<file path="config.mk">
export PLATFORM = sky130hd
export DESIGN_NAME = ahb_slv_if
export DESIGN_NICKNAME = d
export VERILOG_FILES = /design/src/rtl/ahb_pkg.sv /design/src/rtl/ahb_be_gen.sv /design/src/rtl/ahb_slv_if.sv
export SDC_FILE = /design/constraint.sdc
export NUM_CORES = 1
export LEC_CHECK = 0
export CAP_MARGIN = 5
export CORE_AREA = 2 2 85 87
export CTS_BUF_LIST = sky130_fd_sc_hd__clkbuf_4
export CTS_CLUSTER_SIZE = 30
export DETAILED_ROUTE_END_ITERATION = 10
export DIE_AREA = 0 0 87 89
export GPL_ROUTABILITY_DRIVEN = 0
export GPL_TIMING_DRIVEN = 0
export HOLD_SLACK_MARGIN = 0.15
export PLACE_DENSITY = 0.77
export SETUP_SLACK_MARGIN = 0.1
export SLEW_MARGIN = 20
export SYNTH_ARGS = -nofsm -noshare
export SYNTH_HDL_FRONTEND = slang
export SYNTH_SLANG_ARGS = --single-unit
export TNS_END_PERCENT = 5
</file>
<file path="constraint.sdc">
create_clock -name CLK -period 1.7 [get_ports CLK]
set_clock_uncertainty 0.2 [all_clocks]
set_input_delay 0.255 -clock CLK [delete_from_list [all_inputs] [get_ports CLK]]
set_output_delay 0.255 -clock CLK [all_outputs]
set_load 0.01 [all_outputs]
</file>
<file path="src/rtl/ahb_pkg.sv">
// Shared AHB code points and responder FSM states.
// Optional build macro: AHB_SLV_IF_ERRCHK_EN (see ahb_slv_if).
package ahb_pkg;

  localparam logic [1:0] TRANS_IDLE   = 2'b00;
  localparam logic [1:0] TRANS_BUSY   = 2'b01;
  localparam logic [1:0] TRANS_NONSEQ = 2'b10;
  localparam logic [1:0] TRANS_SEQ    = 2'b11;

  localparam logic [1:0] RESP_OKAY  = 2'b00;
  localparam logic [1:0] RESP_ERROR = 2'b01;

  localparam logic [2:0] SIZE_BYTE = 3'b000;
  localparam logic [2:0] SIZE_HALF = 3'b001;
  localparam logic [2:0] SIZE_WORD = 3'b010;

  typedef enum logic [1:0] {
    IDLE,
    ACCESS,
    ERR1,
    ERR2
  } state_e;

endpackage

</file>
<file path="src/rtl/ahb_be_gen.sv">
// HSIZE / HADDR[1:0] to little-endian byte enables.
// Oversized transfers map to a full word and are flagged misaligned.
module ahb_be_gen
  import ahb_pkg::*;
(
  input  logic [2:0] size_i,
  input  logic [1:0] lo_i,
  output logic [3:0] be_o,
  output logic       mis_o
);

  always_comb begin
    be_o  = 4'b1111;
    mis_o = 1'b0;
    unique case (1'b1)
      size_i == SIZE_BYTE: be_o = 4'b0001 << lo_i;
      size_i == SIZE_HALF: begin
        be_o  = lo_i[1] ? 4'b1100 : 4'b0011;
        mis_o = lo_i[0];
      end
      size_i == SIZE_WORD: mis_o = |lo_i;
      default:             mis_o = 1'b1;
    endcase
  end

endmodule

</file>
<file path="src/rtl/ahb_slv_if.sv">
// AHB slave responder turning each data phase into one MemReq/MemAck access.
// Define AHB_SLV_IF_ERRCHK_EN to answer bad size/alignment with a 2-cycle ERROR.
module ahb_slv_if
  import ahb_pkg::*;
#(
  parameter int ADDR_W = 16
) (
  input  logic              CLK,
  input  logic              RST,
  input  logic              HSEL,
  input  logic [31:0]       HADDR,
  input  logic [1:0]        HTRANS,
  input  logic              HWRITE,
  input  logic [2:0]        HSIZE,
  input  logic [2:0]        HBURST,
  input  logic [31:0]       HWDATA,
  input  logic              HREADY,
  output logic              HREADYOUT,
  output logic [1:0]        HRESP,
  output logic [31:0]       HRDATA,
  output logic              MemReq,
  output logic              MemWr,
  output logic [ADDR_W-1:0] MemAddr,
  output logic [3:0]        MemBe,
  output logic [31:0]       MemWData,
  input  logic              MemAck,
  input  logic [31:0]       MemRData
);

  state_e state_q, state_d;
  logic              wr_q, wr_d;
  logic [ADDR_W-1:0] addr_q, addr_d;
  logic [3:0]        be_q, be_d;

  logic [3:0] be_w;
  logic       mis_w;
  logic       err_w;
  logic       accept_w;
  logic       take_w;
  logic       access_w;

  ahb_be_gen u_be (
    .size_i (HSIZE),
    .lo_i   (HADDR[1:0]),
    .be_o   (be_w),
    .mis_o  (mis_w)
  );

  assign accept_w = HSEL & HREADY & HTRANS[1];
  assign access_w = (state_q == ACCESS);

`ifdef AHB_SLV_IF_ERRCHK_EN
  assign err_w = mis_w;
  assign HRESP = (state_q == ERR1 || state_q == ERR2)
               ? RESP_ERROR : RESP_OKAY;
  logic unused_w;
  assign unused_w = ^{HBURST, HTRANS[0],
                      HADDR[31:ADDR_W+2]};
`else
  assign err_w = 1'b0;
  assign HRESP = RESP_OKAY;
  logic unused_w;
  assign unused_w = ^{HBURST, HTRANS[0], mis_w,
                      HADDR[31:ADDR_W+2]};
`endif

  always_comb begin
    state_d   = state_q;
    wr_d      = wr_q;
    addr_d    = addr_q;
    be_d      = be_q;
    take_w    = 1'b0;
    HREADYOUT = 1'b1;
    unique case (state_q)
      IDLE: take_w = accept_w;
      ACCESS: begin
        HREADYOUT = MemAck;
        if (MemAck) begin
          take_w  = accept_w;
          state_d = IDLE;
        end
      end
      ERR1: begin
        HREADYOUT = 1'b0;
        state_d   = ERR2;
      end
      ERR2: begin
        take_w  = accept_w;
        state_d = IDLE;
      end
      default: state_d = IDLE;
    endcase
    // A new address phase can only land once the current data phase ends.
    if (take_w) begin
      state_d = err_w ? ERR1 : ACCESS;
      wr_d    = HWRITE;
      addr_d  = HADDR[ADDR_W+1:2];
      be_d    = be_w;
    end
  end

  always_ff @(posedge CLK) begin
    if (RST) begin
      state_q <= IDLE;
      wr_q    <= 1'b0;
      addr_q  <= '0;
      be_q    <= '0;
    end else begin
      state_q <= state_d;
      wr_q    <= wr_d;
      addr_q  <= addr_d;
      be_q    <= be_d;
    end
  end

  assign MemReq   = access_w;
  assign MemWr    = access_w & wr_q;
  assign MemAddr  = addr_q;
  assign MemBe    = access_w ? be_q : 4'b0000;
  assign MemWData = HWDATA;
  assign HRDATA   = (access_w & ~wr_q & MemAck)
                  ? MemRData : 32'h0;

endmodule

</file>
## Yosys cells after proc, flatten, opt, wreduce, memory -nomap -nowiden

Index checks and enable logic that the tools add are counted.

| storage, ports and cells | value |
|---|---|
| input port bits | 110 |
| output and inout port bits | 89 |
| register bits | 23 |
| logic and storage cells | 36 |

| cells by class | value |
|---|---|
| equality and inequality tests | 6 |
| reduce and logical (&&, ||, !) cells | 8 |
| bitwise gates (word level) | 6 |
| shift operators | 1 |
| multiplexer cells | 10 |

Operators by type and width:

| cell | count |
|---|---|
| $mux 32 | 1 |
| $mux 4 | 2 |
| $pmux 4 s2 | 1 |
| $pmux 2 s3 | 1 |
| $and 1x1->1 | 5 |
| $eq 2x2->1 const B | 2 |
| $pmux 1 s2 | 2 |
| $reduce_and 2->1 | 2 |
| $reduce_bool 4->1 | 1 |
| $reduce_or 2->1 | 2 |
| $shl 1x2->4 const A | 1 |
| $eq 3x1->1 const B | 1 |
| $logic_not 3->1 | 1 |
| $ne 3x3->1 const B | 1 |
| $reduce_bool 3->1 | 1 |
| $eq 2x1->1 const B | 1 |
| $logic_not 2->1 | 1 |
| $mux 1 | 2 |
| $mux 2 | 1 |
| $ne 2x2->1 const B | 1 |
| $not 1->1 | 1 |

## Longest topological paths before layout

Gate-level depths: netlist of run 1.

| depth | value |
|---|---|
| word-level depth | 6 |
| depth in mapped cells | 7 |
| depth with buffers taken out | 5 |

## Hierarchy

Synthesis of run 1 repeated with hierarchy kept, for this count alone.

| unflattened totals | value |
|---|---|
| cells, all modules | 200 |
| area, all modules | 1,601.5 sq um |

By module, submodules not included:

| module | cells an instance | times used | sequential area each (sq um) | area each (sq um) |
|---|---|---|---|---|
| ahb_slv_if | 189 | 1 | 460.4 | 1,546.5 |
| ahb_be_gen | 11 | 1 | 0.0 | 55.1 |

## Worst setup path before layout of run 1

OpenSTA, ideal clock, no wires.

| path | value |
|---|---|
| path type | register to output |
| start | register state_q[1] |
| end | output port HRDATA[10] |
| stages on the path, launching flop included | 8 |
| data arrival time | 1,379 ps |
| setup slack | -134 ps |
| path through | dfxtp_1 inv_1 ha_1 buf_4 nand2_1 nor2_1 clkbuf_2 and2_1 |

| between the ends | value |
|---|---|
| word-level cells in the longest chain between the ends | 4 |

RTL lines:

| item | RTL line | text |
|---|---|---|
| start: declaration | ahb_slv_if.sv:30 | `state_e state_q, state_d;` |
| start signal: assignment | ahb_slv_if.sv:109 | `state_q <= state_d;` |
| $eq 2x1->1 | ahb_slv_if.sv:50 | `assign access_w = (state_q == ACCESS);` |
| named net MemReq | ahb_slv_if.sv:21 | `output logic MemReq,` |
| $and 1x1->1 (2 in series) | ahb_slv_if.sv:121 | `assign HRDATA = (access_w & ~wr_q & MemAck)` |
| $mux 32 | ahb_slv_if.sv:122 | `? MemRData : 32'h0;` |
| end: declaration | ahb_slv_if.sv:20 | `output logic [31:0] HRDATA,` |

The timed path passes the listed nets, and every way through them passes these cells.

## Worst setup path in the final report of run 1

| path | value |
|---|---|
| start | register state_q[1] |
| end | output port HRDATA[15] |

| between the ends | value |
|---|---|
| word-level cells in the longest chain between the ends | 4 |

RTL lines:

| item | RTL line |
|---|---|
| $eq 2x1->1 | ahb_slv_if.sv:50 |
| $and 1x1->1 (2 in series) | ahb_slv_if.sv:121 |
| $mux 32 | ahb_slv_if.sv:122 |

Every way passes these cells.

==> flow_summary.yaml, run 1 <==
finish:
  drive_above_1_share: 0.4305
  fin_area_sq_um: 3618
  n_antenna_cell: 0
  synthToLayoutAreaGrowth_pct: 128.4
  nNetsFinal: 489
  num-fill-cells: 597
  stdcell_count: 454
global_routing:
  grt_pass1_wl_um: 9611
  grt.total_usage: 0.1562
  grt_start_max_net_pins: 15
  antenna_found_initial: 0
  grt_remaining_overflow: 0
  grt_pass1_vias: 1960
synthesis:
  synth-edff-count: 0
  ys_warn_count: 0
  ys_ff_latch: 23
  synth_ff_type: "dfxtp_1"
  ys_async_sr_fraction: 0
  avgSynthCellArea_sq_um: 8.041
  syn_inst: 197
  syn_area_sq_um: 1584
  synth.distinct_cells: 32
  seq_area_frac_synth: 0.2907
timing:
  maxSlewViolCount: 0
  setup_viol: 60
  slew_headroom: 0.6417
  clock.fmax_ghz: 0.4408
  tightestPinTransition_ps: 537.5
  fin_crit_sh: 1.334
  hold_violations: 0
  finalWorstSetupSlack_ps: -568.5
  period_minus_slack_ps: 2268
  rsz0062_at_grt: "yes"
hold_path:
  min_to: "MemAddr[4]"
  hold_start: "MemAddr[4]"
  holdPathStages: 2
  hold_path.class: "flip-flop to flip-flop"
run_status:
  outcome: "finished, violations left"
  failed_checks: "negative setup slack"
die:
  num_rows: 30
  die_h_um: 89
  die_w_um: 87
  die_area_sq_um: 7743
  initial_core_util: 0.2358
  pin_count: 199
  coreArea_sq_um: 6719
critical_path:
  critPathMaxFanout: 4
  rrSetupSlack_ps: -170
  r2r-end: "MemAddr[5]"
  r2r_cells: 7
  end_kind: "output pin"
  r2r_start: "state_q[1]"
  required_ps: 1240
  path_class: "flip-flop to output pin"
  cp-start-kind: "flip-flop"
  crit_arrival_ps: 1810
clock_tree:
  cts.sinks: 23
  holdBufCountCts: 0
  cts_tree: "done"
  insertion_delay_ps: 310
  cts.reportedPaths.clkPinSlew_ps: 130
  cts-buffers-inserted: 3
  clk_path_buf_depth: 2
  cts_root_buf: "clkbuf_4"
  cts_max_level: 1
place:
  dp_hpwl_um: 5108
  placed_cells: 424
  io_buffers: 146
  place_area_sq_um: 3294
pwr:
  p_sw_uw: 946.0
  vdd_drop_max_mv: 0.3451
  swShare: 0.3546
  power_density_nw_per_um2: 737.3
  p_comb_frac: 0.660
  pwr-share-clk: 0.097
  p_leak_nw: 1.643
  seq_power_share: 0.243
  p_int_mw: 1.722
drt:
  avgViaCountPerCell: 4.381
  drc: 0
  drt_iter0_drc: 60
  wire_per_inst_um: 14.51
  wl_um: 6586
  antenna_left: 0
  drtPass1Iterations: 4
  num_vias: 1989
flow_run:
  maxCapViolCount: 0
## how the worst max path moves through the flow
stage / slack, ps / cells past startpoint / start / to
6_report: -570 / 11 / state_q[1] / HRDATA[15]
5_1_grt: -650 / 11 / state_q[1] / HRDATA[14]
4_1_cts: -570 / 11 / state_q[1] / HRDATA[4]
3_5_place_dp: -800 / 6 / MemAck / HRDATA[4]
3_3_place_gp: -810 / 6 / MemAck / HRDATA[21]
2_1_floorplan: 60 / 7 / state_q[1] / HRDATA[10]
## cell families after synthesis
family          count (synthesis)  synth area share
compound gates                 54            0.2070
fa+ha+maj                       4           0.03160
buf+inv                        50            0.2156
flops                          23            0.2907
mux                             1          0.006319
other cells                     1          0.002367
simple gates                   64            0.2464
## cell usage after synthesis (2+ instances only)
library cell / instances / area share
and2_1: 37 / 0.15
buf_4: 35 / 0.17
dfxtp_1: 23 / 0.29
a21oi_1: 20 / 0.063
o21ai_0: 20 / 0.063
nand3_1: 17 / 0.054
clkbuf_2: 4 / 0.013
ha_1: 4 / 0.032
inv_1: 4 / 0.0095
a21oi_2: 3 / 0.017
clkbuf_1: 3 / 0.0071
nor2_1: 3 / 0.0071
a211oi_1: 2 / 0.0095
a311oi_1: 2 / 0.011
buf_2: 2 / 0.0063
buf_6: 2 / 0.014
## worst max-delay path: stages, from the launching register on
cell	delay (ps)
dfxtp_2	360
inv_2	50
ha_4	150
buf_6	110
nand2_4	60
nor2_4	50
buf_6	120
clkbuf_8	130
buf_6	110
buf_6	110
and2_4	130
buf_6	110
## cell type report
type / count / area [sq um] / share of cell area
Buffer: 46 / 371.6 / 0.1027
Clock buffer: 3 / 22.52 / 0.006224
Clock inverter: 1 / 7.507 / 0.002075
Inverter: 4 / 15.01 / 0.004149
Multi-Input combinational cell: 125 / 907.1 / 0.2507
Sequential cell: 23 / 465.4 / 0.1286
Tap cell: 80 / 100.1 / 0.02766
Timing Repair Buffer: 172 / 1729 / 0.4779
## repair_timing
item,in CTS,in global routing
endpoints found under the setup margin,78,62
gates resized for setup,229,8
buffers inserted,23,0
pin swaps,9,0
gates cloned,3,0
## flip-flops by register name (all words and copies together), names as in the netlist
signal,flops
MemAddr,16
be_q,4
state_q,2
wr_q,1
## through the flow
stage / hold WS (ps) / utilization / setup slack (ps) / total power [mW] / TNS, ps
floorplan: 119.7 / - / 61.62 / 1.490 / 0
global placement: 260.1 / 0.4903 / -808.9 / 2.105 / -29780
detailed placement: 268.6 / 0.4903 / -803.8 / 2.128 / -29880
CTS: 275.8 / 0.5363 / -572.0 / 2.656 / -18220
global route: 273.3 / 0.5385 / -650.7 / 2.847 / -23010
finish: 278.3 / 0.5385 / -568.5 / 2.668 / -17500
## routing by layer
metal,global-route usage,up-vias,share of wire
met1,0.1642,900,0.36
met4,0.04403,0,0.024
li1,-,989,-
met2,0.3074,88,0.54
met3,0.03693,12,0.080
met5,0,-,0
## power by group through the flow
stage | Combinational, mW | Clock, mW | Sequential, mW
final | 1.76 | 0.259 | 0.648
after detailed placement | 1.47 | 0 | 0.662
after CTS | 1.73 | 0.278 | 0.648
after floorplan | 0.822 | 0 | 0.668
after global routing | 1.89 | 0.303 | 0.656
after global placement | 1.45 | 0 | 0.658
## layout by cell type, fill, tap and decap left out, types with 2 or more instances in the layout
master,instances
nand3_1,17
dlygate4sd2_1,16
dfxtp_1,21
a21oi_1,20
clkbuf_8,3
clkbuf_4,3
a21oi_2,3
buf_6,51
and2_4,32
and2_1,5
buf_4,41
a311oi_1,2
buf_2,8
inv_1,3
buf_8,5
ha_1,2
a211oi_1,2
o21ai_0,20
clkbuf_1,3
conb_1,2
clkdlybuf4s50_1,91
Power figures use the tool's default switching activity.
==> run 2: changes to the inputs <==
--- a/config.mk
+++ b/config.mk
@@ -5,7 +5,7 @@
 export SDC_FILE = /design/constraint.sdc
 export NUM_CORES = 1
 export LEC_CHECK = 0
-export CAP_MARGIN = 5
+export CAP_MARGIN = 20
 export CORE_AREA = 2 2 85 87
 export CTS_BUF_LIST = sky130_fd_sc_hd__clkbuf_4
 export CTS_CLUSTER_SIZE = 30
@@ -14,7 +14,7 @@
 export GPL_ROUTABILITY_DRIVEN = 0
 export GPL_TIMING_DRIVEN = 0
 export HOLD_SLACK_MARGIN = 0.15
-export PLACE_DENSITY = 0.77
+export PLACE_DENSITY = 0.74
 export SETUP_SLACK_MARGIN = 0.1
 export SLEW_MARGIN = 20
 export SYNTH_ARGS = -nofsm -noshare
==> run 2 against run 1 <==
  * The run still ends with negative setup slack left
  * Largest cell class unchanged
  * Cell count decreased by 0.66%
  * Register-to-register slack gained 80 ps
  * Sequential share of layout area increased by 0.099 points
  * Flip-flop and latch count unchanged
  * First-iteration DRC count is 28% lower
  * Cell area fell by 0.76%
  * Via count grew 0.55%
  * Total power is 1.1% higher
  * Count of clock-buffer cells in the layout unchanged
  * Sequential power about the same
  * Global-route usage grew 0.45 points
  * Clock power rose by 2%
==> flow_summary.yaml, run 2 (synthesis results as in run 1) <==
drt:
  num_vias: 2000
  avgViaCountPerCell: 4.435
  antenna_left: 0
  drt_iter0_drc: 43
  wl_um: 6786
  drc: 0
  wire_per_inst_um: 15.05
  drtPass1Iterations: 4
die:
  die_area_sq_um: 7743
  coreArea_sq_um: 6719
  die_w_um: 87
  num_rows: 30
  pin_count: 199
  initial_core_util: 0.2358
  die_h_um: 89
global_routing:
  grt_pass1_wl_um: 9763
  grt_remaining_overflow: 0
  grt_start_max_net_pins: 14
  antenna_found_initial: 0
  grt_pass1_vias: 1900
  grt.total_usage: 0.1607
clock_tree:
  cts-buffers-inserted: 3
  cts_tree: "done"
  clk_path_buf_depth: 2
  cts.reportedPaths.clkPinSlew_ps: 130
  cts_root_buf: "clkbuf_4"
  holdBufCountCts: 0
  cts_max_level: 1
  cts.sinks: 23
  insertion_delay_ps: 310
timing:
  clock.fmax_ghz: 0.4378
  slew_headroom: 0.6489
  tightestPinTransition_ps: 526.6
  finalWorstSetupSlack_ps: -584.2
  fin_crit_sh: 1.344
  period_minus_slack_ps: 2284
  setup_viol: 54
  rsz0062_at_grt: "yes"
  hold_violations: 0
  maxSlewViolCount: 0
pwr:
  power_mw: 2.698
  seq_power_share: 0.240
  p_sw_uw: 978.6
  p_comb_frac: 0.662
  p_leak_nw: 1.630
  pwr-share-clk: 0.098
  p_int_mw: 1.719
  vdd_drop_max_mv: 0.4074
  power_density_nw_per_um2: 751.4
  swShare: 0.3627
critical_path:
  end_kind: "output pin"
  path_class: "input pin to output pin"
  critPathMaxFanout: 5
  rrSetupSlack_ps: -90
  required_ps: 1240
  cp-start-kind: "input pin"
  crit_arrival_ps: 1830
finish:
  synthToLayoutAreaGrowth_pct: 126.7
  stdcell_count: 451
  drive_above_1_share: 0.4286
  multi_input_area_sq_um: 927.1
  final_cell_mix: "91 x clkdlybuf4s50_1, 48 x buf_4, 44 x buf_6"
  largest_reg_flops: 16
  nNetsFinal: 486
  final_common_cell: "clkdlybuf4s50_1"
  n_antenna_cell: 0
  num-fill-cells: 623
  ff_latch_area_sq_um: 465.4
run_status:
  outcome: "finished, violations left"
  failed_checks: "negative setup slack"
hold_path:
  hold_path.class: "flip-flop to flip-flop"
place:
  io_buffers: 146
  dp_hpwl_um: 5277
  placed_cells: 424
flow_run:
  maxCapViolCount: 0
-- run 2: critical path, cell delays in order --
cell and delay, ps:
clkdlybuf4s50_1 670, nand2_4 90, nor2_4 180, buf_12 130, buf_8 90, buf_6 90, buf_4 100, and2_4 130
buf_6 90
-- run 2: final timing paths --
path | start | to | cells past startpoint
max reg2reg | state_q[1] | be_q[0] | 6
min | MemAddr[11] | MemAddr[11] | 2
min reg2reg | MemAddr[11] | MemAddr[11] | 2
max | MemAck | HRDATA[23] | 9
-- run 2: power by group through the flow --
stage	Clock, mW	Combinational, mW	Sequential [mW]
final	0.265	1.79	0.648
after global routing	0.307	1.89	0.658
after CTS	0.273	1.73	0.648
after detailed placement	0	1.47	0.661
after global placement	0	1.45	0.658
after floorplan	0	0.822	0.668
-- run 2: metal layers --
layer,vias up,GRT usage,share of wire
met4,0,0.01705,0.0019
li1,982,-,-
met1,924,0.1759,0.35
met2,92,0.3192,0.55
met3,2,0.04063,0.094
met5,-,0,0
-- run 2: timing repair --
action | CTS | global route
resized for setup | 233 | 7
buffers inserted | 19 | 2
pin swaps | 13 | 1
hold endpoints to repair | 0 | 0
gates cloned | 2 | 0
endpoints found under the setup margin | 78 | 62
-- run 2: layout make-up --
type | instances | share of cell area
multi-input combinational | 125 | 0.2582
clock buffer | 3 | 0.006272
tap | 80 | 0.02787
timing repair buffer | 169 | 0.4676
clock inverter | 1 | 0.001394
sequential | 23 | 0.1296
buffer | 46 | 0.1049
inverter | 4 | 0.004181
-- run 2: per-stage QoR --
step           utilization  setup WS [ps]  hold WS [ps]  instance area (sq um)  TNS (ps)
5_1_grt             0.5345         -653.6         270.7                   3591    -21730
4_1_cts             0.5313         -580.7         281.2                   3570    -17970
6_report            0.5345         -584.2         277.5                   3591    -17660
3_5_place_dp        0.4903         -840.0         267.0                   3294    -30390
2_1_floorplan            -          61.62         119.7                   1733         0
3_3_place_gp        0.4903         -804.3         261.3                   3294    -29260
==> variant 1: new RTL, flow settings as in run 2 <==
`addr_q` and `be_q` no longer have a reset.
--- a/src/rtl/ahb_slv_if.sv
+++ b/src/rtl/ahb_slv_if.sv
@@ -104,12 +104,13 @@
       state_q <= IDLE;
       wr_q    <= 1'b0;
-      addr_q  <= '0;
-      be_q    <= '0;
     end else begin
       state_q <= state_d;
       wr_q    <= wr_d;
-      addr_q  <= addr_d;
-      be_q    <= be_d;
     end
+  end
+
+  always_ff @(posedge CLK) begin
+    addr_q <= addr_d;
+    be_q   <= be_d;
   end
 
Check against the original RTL: not equivalent (a bounded check fails within 4 cycles, from zero or initial values and one cycle with RST high).
==> variant 1 against run 2 <==
  * The flow still finishes with violations (setup timing)
  * Register-to-register slack got worse by 0.22 ns
  * Combinational power fell by 17%
  * Routed wire length fell by 32%
  * Area after synthesis fell by 12%
  * Power fell by 7.8%
  * Sequential cell count did not move
  * Count of clock-buffer cells in the layout rose by 1
  * Clock power barely moved
  * Worst setup slack improved by 0.14 ns
  * Largest power group unchanged
  * Design area fell by 12%
  * Largest cell class unchanged
==> variant 1: results (changes against run 2) <==
Status: complete, but fails checks
Via count: 1510 (-25%)
Synth Area in Adders: 3.587% (+0.43 points)
First-pass GRT wire length: 6285 um (-36%)
# placed instances: 358 (-16%)
Switching part of the total: 32.05% (-4.2 points)
Hold slack final: 0.2971 ns (+0.01956 ns)
Slowest cell on crit path: dfxtp_2
DP HPWL: 3725 um (-29%)
Hold Path Class: input port to flop
Placed instance area: 3010 um2 (-8.6%)
Synth top area cells: edfxtp_1 43%, buf_4 18%, and2_1 16%
Post-synth EDFFs: 20 (+20)
Largest net degree at the start of global routing: 13 (-1)
Synth unique cells: 24 (-25%)
Post-CTS Setup Inserts: 8 (-11)
Total track usage: 9.950% (-6.1 points)
Synth Area in Compound Gates: 5.291% (-15 points)
Mean Syn Cell Area: 10.65 um2 (+32%)
Drt pass-1 iters: 3 (-1)
Failing checks: setup timing
Number of global-route vias before repair: 1469 (-23%)
CP max stage delay: 0.37 ns (-0.30 ns)
Via density: 4.027 (-9.2%)
R2R setup slack: -0.31 ns (-0.22 ns)
Post-CTS Resized: 207 (-11%)
Post-route setup slack: -0.4479 ns (+0.1364 ns)
Layout cells sized above 1: 41.36% (-1.5 points)
Clk_lat worst skew: 0.30 ns
WP data arrival: 1.69 ns (-0.14 ns)
Worst Tran Pin Value: 0.5623 ns (+0.03572 ns)
Worst r2r dst: be_q[0]
Hold path endpoint: MemAddr[9]
Xor-xnor portion of the synthesized cell area: 0% (unchanged)
Sequential area share after synthesis: 47.35% (+18 points)
Worst slack, placed: -0.9978 ns (-0.1578 ns)
Pleak: 1.390 nW (-15%)
Hold depth: 1 (-1)
FILL cells: 624 (+0.16%)
WL/cell: 12.25 um (-19%)
Final nets: 410 (-16%)
Setup violations, final: 61 (+13%)
Fin Setup TNS: -20.26 ns (-2.597 ns)
[variant 1: power by group through the flow]
stage | registers [mW] | logic [mW] | clock network (mW)
after detailed placement | 0.750 | 1.24 | 0
after floorplan | 0.763 | 0.604 | 0
final | 0.739 | 1.48 | 0.266
after global placement | 0.746 | 1.22 | 0
after CTS | 0.738 | 1.39 | 0.273
after global routing | 0.745 | 1.60 | 0.291
[variant 1: worst max-delay path by stage]
stage                          start         end  slack (ns)  cells after the start
after floorplan           state_q[0]  MemAddr[0]       -0.20                      4
after global placement        MemAck  HRDATA[26]       -0.96                      6
after detailed placement      MemAck   HRDATA[3]        -1.0                      6
after CTS                 state_q[1]   HRDATA[4]       -0.50                     10
after global routing      state_q[1]   HRDATA[3]       -0.51                     10
final                     state_q[1]   HRDATA[9]       -0.45                     10
[variant 1: kinds of logic (layout without fill, tap and decap cells)]
group | count (synthesis) | count (layout)
buffers and inverters | 43 | 205
AO/OA/AOI/OAI | 10 | 10
other | 1 | 2
multiplexers | 2 | 2
adder cells (fa/ha/maj) | 4 | 4
AND/OR/NAND/NOR | 48 | 49
flip-flops | 23 | 23
[variant 1: final cells by class]
class | count | area (um2) | share of cell area (%)
Buffer | 38 | 314.1 | 9.976
Clock buffer | 4 | 30.03 | 0.9539
Inverter | 5 | 21.27 | 0.6757
Multi-Input combinational cell | 67 | 561.8 | 17.85
Sequential cell | 23 | 665.6 | 21.14
Tap cell | 80 | 100.1 | 3.180
Timing Repair Buffer | 158 | 1455 | 46.22
[variant 1: routing by layer]
metal	vias up	share of wire (%)	track usage, %
li1	722	-	-
met1	687	35	10.48
met2	97	56	20.33
met3	4	8.6	1.662
met4	0	0.89	2.273
met5	-	0	0
==> variant 2: new RTL, settings of run 2 <==
Without the edit above. The option `AHB_SLV_IF_ERRCHK_EN` is turned on by a define.
--- a/src/rtl/ahb_slv_if.sv
+++ b/src/rtl/ahb_slv_if.sv
@@ -1,4 +1,6 @@
 // AHB slave responder turning each data phase into one MemReq/MemAck access.
 // Define AHB_SLV_IF_ERRCHK_EN to answer bad size/alignment with a 2-cycle ERROR.
+`define AHB_SLV_IF_ERRCHK_EN
+
 module ahb_slv_if
   import ahb_pkg::*;
Check against the original RTL: not equivalent (Yosys sat finds a counterexample within 4 cycles, from zero or initial values and one cycle with RST high).
==> variant 2 against run 2 <==
  * The flow still finishes with violations (setup timing)
  * Worst setup slack better by 0.31 ns
  * Register-to-register slack worse by 0.12 ns
  * Power shrank 19%
  * Sequential cell count is the same
  * Global-route usage shrank 3.2 points
  * Worst hold slack worse by 0.016 ns
  * Design area shrank 8.4%
  * Combinational power fell by 29%
  * Area after synthesis down 7.5%
  * Routed wire length decreased by 17%
==> variant 2: results (changes against run 2) <==
Post-route setup slack: -0.2754 ns (+0.3088 ns)
Hold Startpoint: MemAddr[15]
Total track usage: 12.82% (-3.2 points)
Setup violations, final: 62 (+15%)
Placed instance area: 3057 um2 (-7.2%)
CP max stage delay: 0.56 ns (-0.11 ns)
Layout cells sized above 1: 36.72% (-6.1 points)
First-pass GRT wire length: 7941 um (-19%)
Via density: 4.177 (-5.8%)
Met1 Routed Length: 1992 um (-17%)
Failing checks: setup timing
Largest net degree at the start of global routing: 13 (-1)
Initial drt markers: 24 (-44%)
Status: complete, but fails checks
Commonest cells in the synthesized netlist: 37 x and2_1, 35 x nand2_1, 34 x buf_4
WL/cell: 12.98 um (-14%)
Pleak: 1.677 nW (+2.9%)
Final nets: 468 (-3.7%)
Max IR drop VDD: 411.5 uV (+1.0%)
Worst reg2reg path depth: 9 (+3)
Worst Tran Pin Value: 0.5846 ns (+0.05799 ns)
Via count: 1813 (-9.4%)
Sequential area share after synthesis: 31.43% (+2.4 points)
Synth top area cells: dfxtp_1 31%, buf_4 17%, and2_1 16%
Post-Syn Instances: 193 (-2.0%)
FILL cells: 654 (+5.0%)
DR WL met3: 713 um (+12%)
R2R setup slack: -0.21 ns (-0.12 ns)
DP HPWL: 4390 um (-17%)
FF-to-FF Start: state_q[0]
[variant 2: changes by cell type in the layout (fill, tap and decap cells not counted), sizes merged, moves of 16 or more]
cell / before / now
dlymetal6s2s: 0 / 16
o21ai: 21 / 3
nand3: 17 / 0
dlygate4sd2: 16 / 0
buf: 103 / 86
nand2: 1 / 35
[variant 2: cell type report]
class	count	share of cell area [%]
sequential	23	14.16
multi-input combinational	126	24.58
buffer	42	10.50
timing repair buffer	157	46.58
inverter	2	0.2283
clock buffer	4	0.9132
tap	80	3.044
[variant 2: worst min-delay path: stages (launching register included)]
cell and delay [ns]:
dfxtp_1 0.33, nand2_1 0.05, a21oi_1 0.05
[variant 2: kinds of logic (layout without fill, tap and decap cells)]
| family | after synthesis | after routing | share of synthesized area [%] |
|---|---|---|---|
| AND/OR/NAND/NOR | 94 | 94 | 33.73 |
| buffers and inverters | 44 | 205 | 20.67 |
| AO/OA/AOI/OAI | 27 | 27 | 10.59 |
| flip-flops | 23 | 23 | 31.43 |
| adder cells (fa/ha/maj) | 3 | 3 | 2.562 |
| other | 1 | 1 | 0.2559 |
| multiplexers | 1 | 1 | 0.7685 |
[variant 2: through the flow]
| step | utilization [%] | TNS, ns | worst slack (ns) |
|---|---|---|---|
| global placement | 45.49 | -31.08 | -0.8414 |
| detailed placement | 45.49 | -31.98 | -0.8615 |
| CTS | 46.95 | -15.13 | -0.3411 |
| global route | 48.94 | -18.03 | -0.3760 |
| finish | 48.94 | -12.04 | -0.2754 |
| floorplan | - | -0.4878 | -0.02311 |
[variant 2: power by group]
part	internal [mW]	switching (mW)
combinational	0.757	0.511
clock	0.107	0.160
sequential	0.604	0.0343
[variant 2: how the worst max path moves through the flow]
stage	end	depth (start not counted)
floorplan	state_q[1]	6
global placement	HRDATA[30]	6
detailed placement	HRDATA[28]	6
CTS	HRDATA[14]	8
global route	HRDATA[2]	8
finish	HRDATA[9]	7
[variant 2: routing by layer]
layer / global-route usage [%] / vias to the layer above
met2: 24.15 / 104
met4: 2.131 / 0
met1: 13.36 / 796
met3: 5.633 / 4
li1: - / 909
met5: 0 / -
[variant 2: repair_timing]
action                                  CTS  global route
gates resized for setup                 187            60
buffers inserted                          6             2
endpoints found under the setup margin   79            79
pin swaps                                26             9
cloned                                    2             0
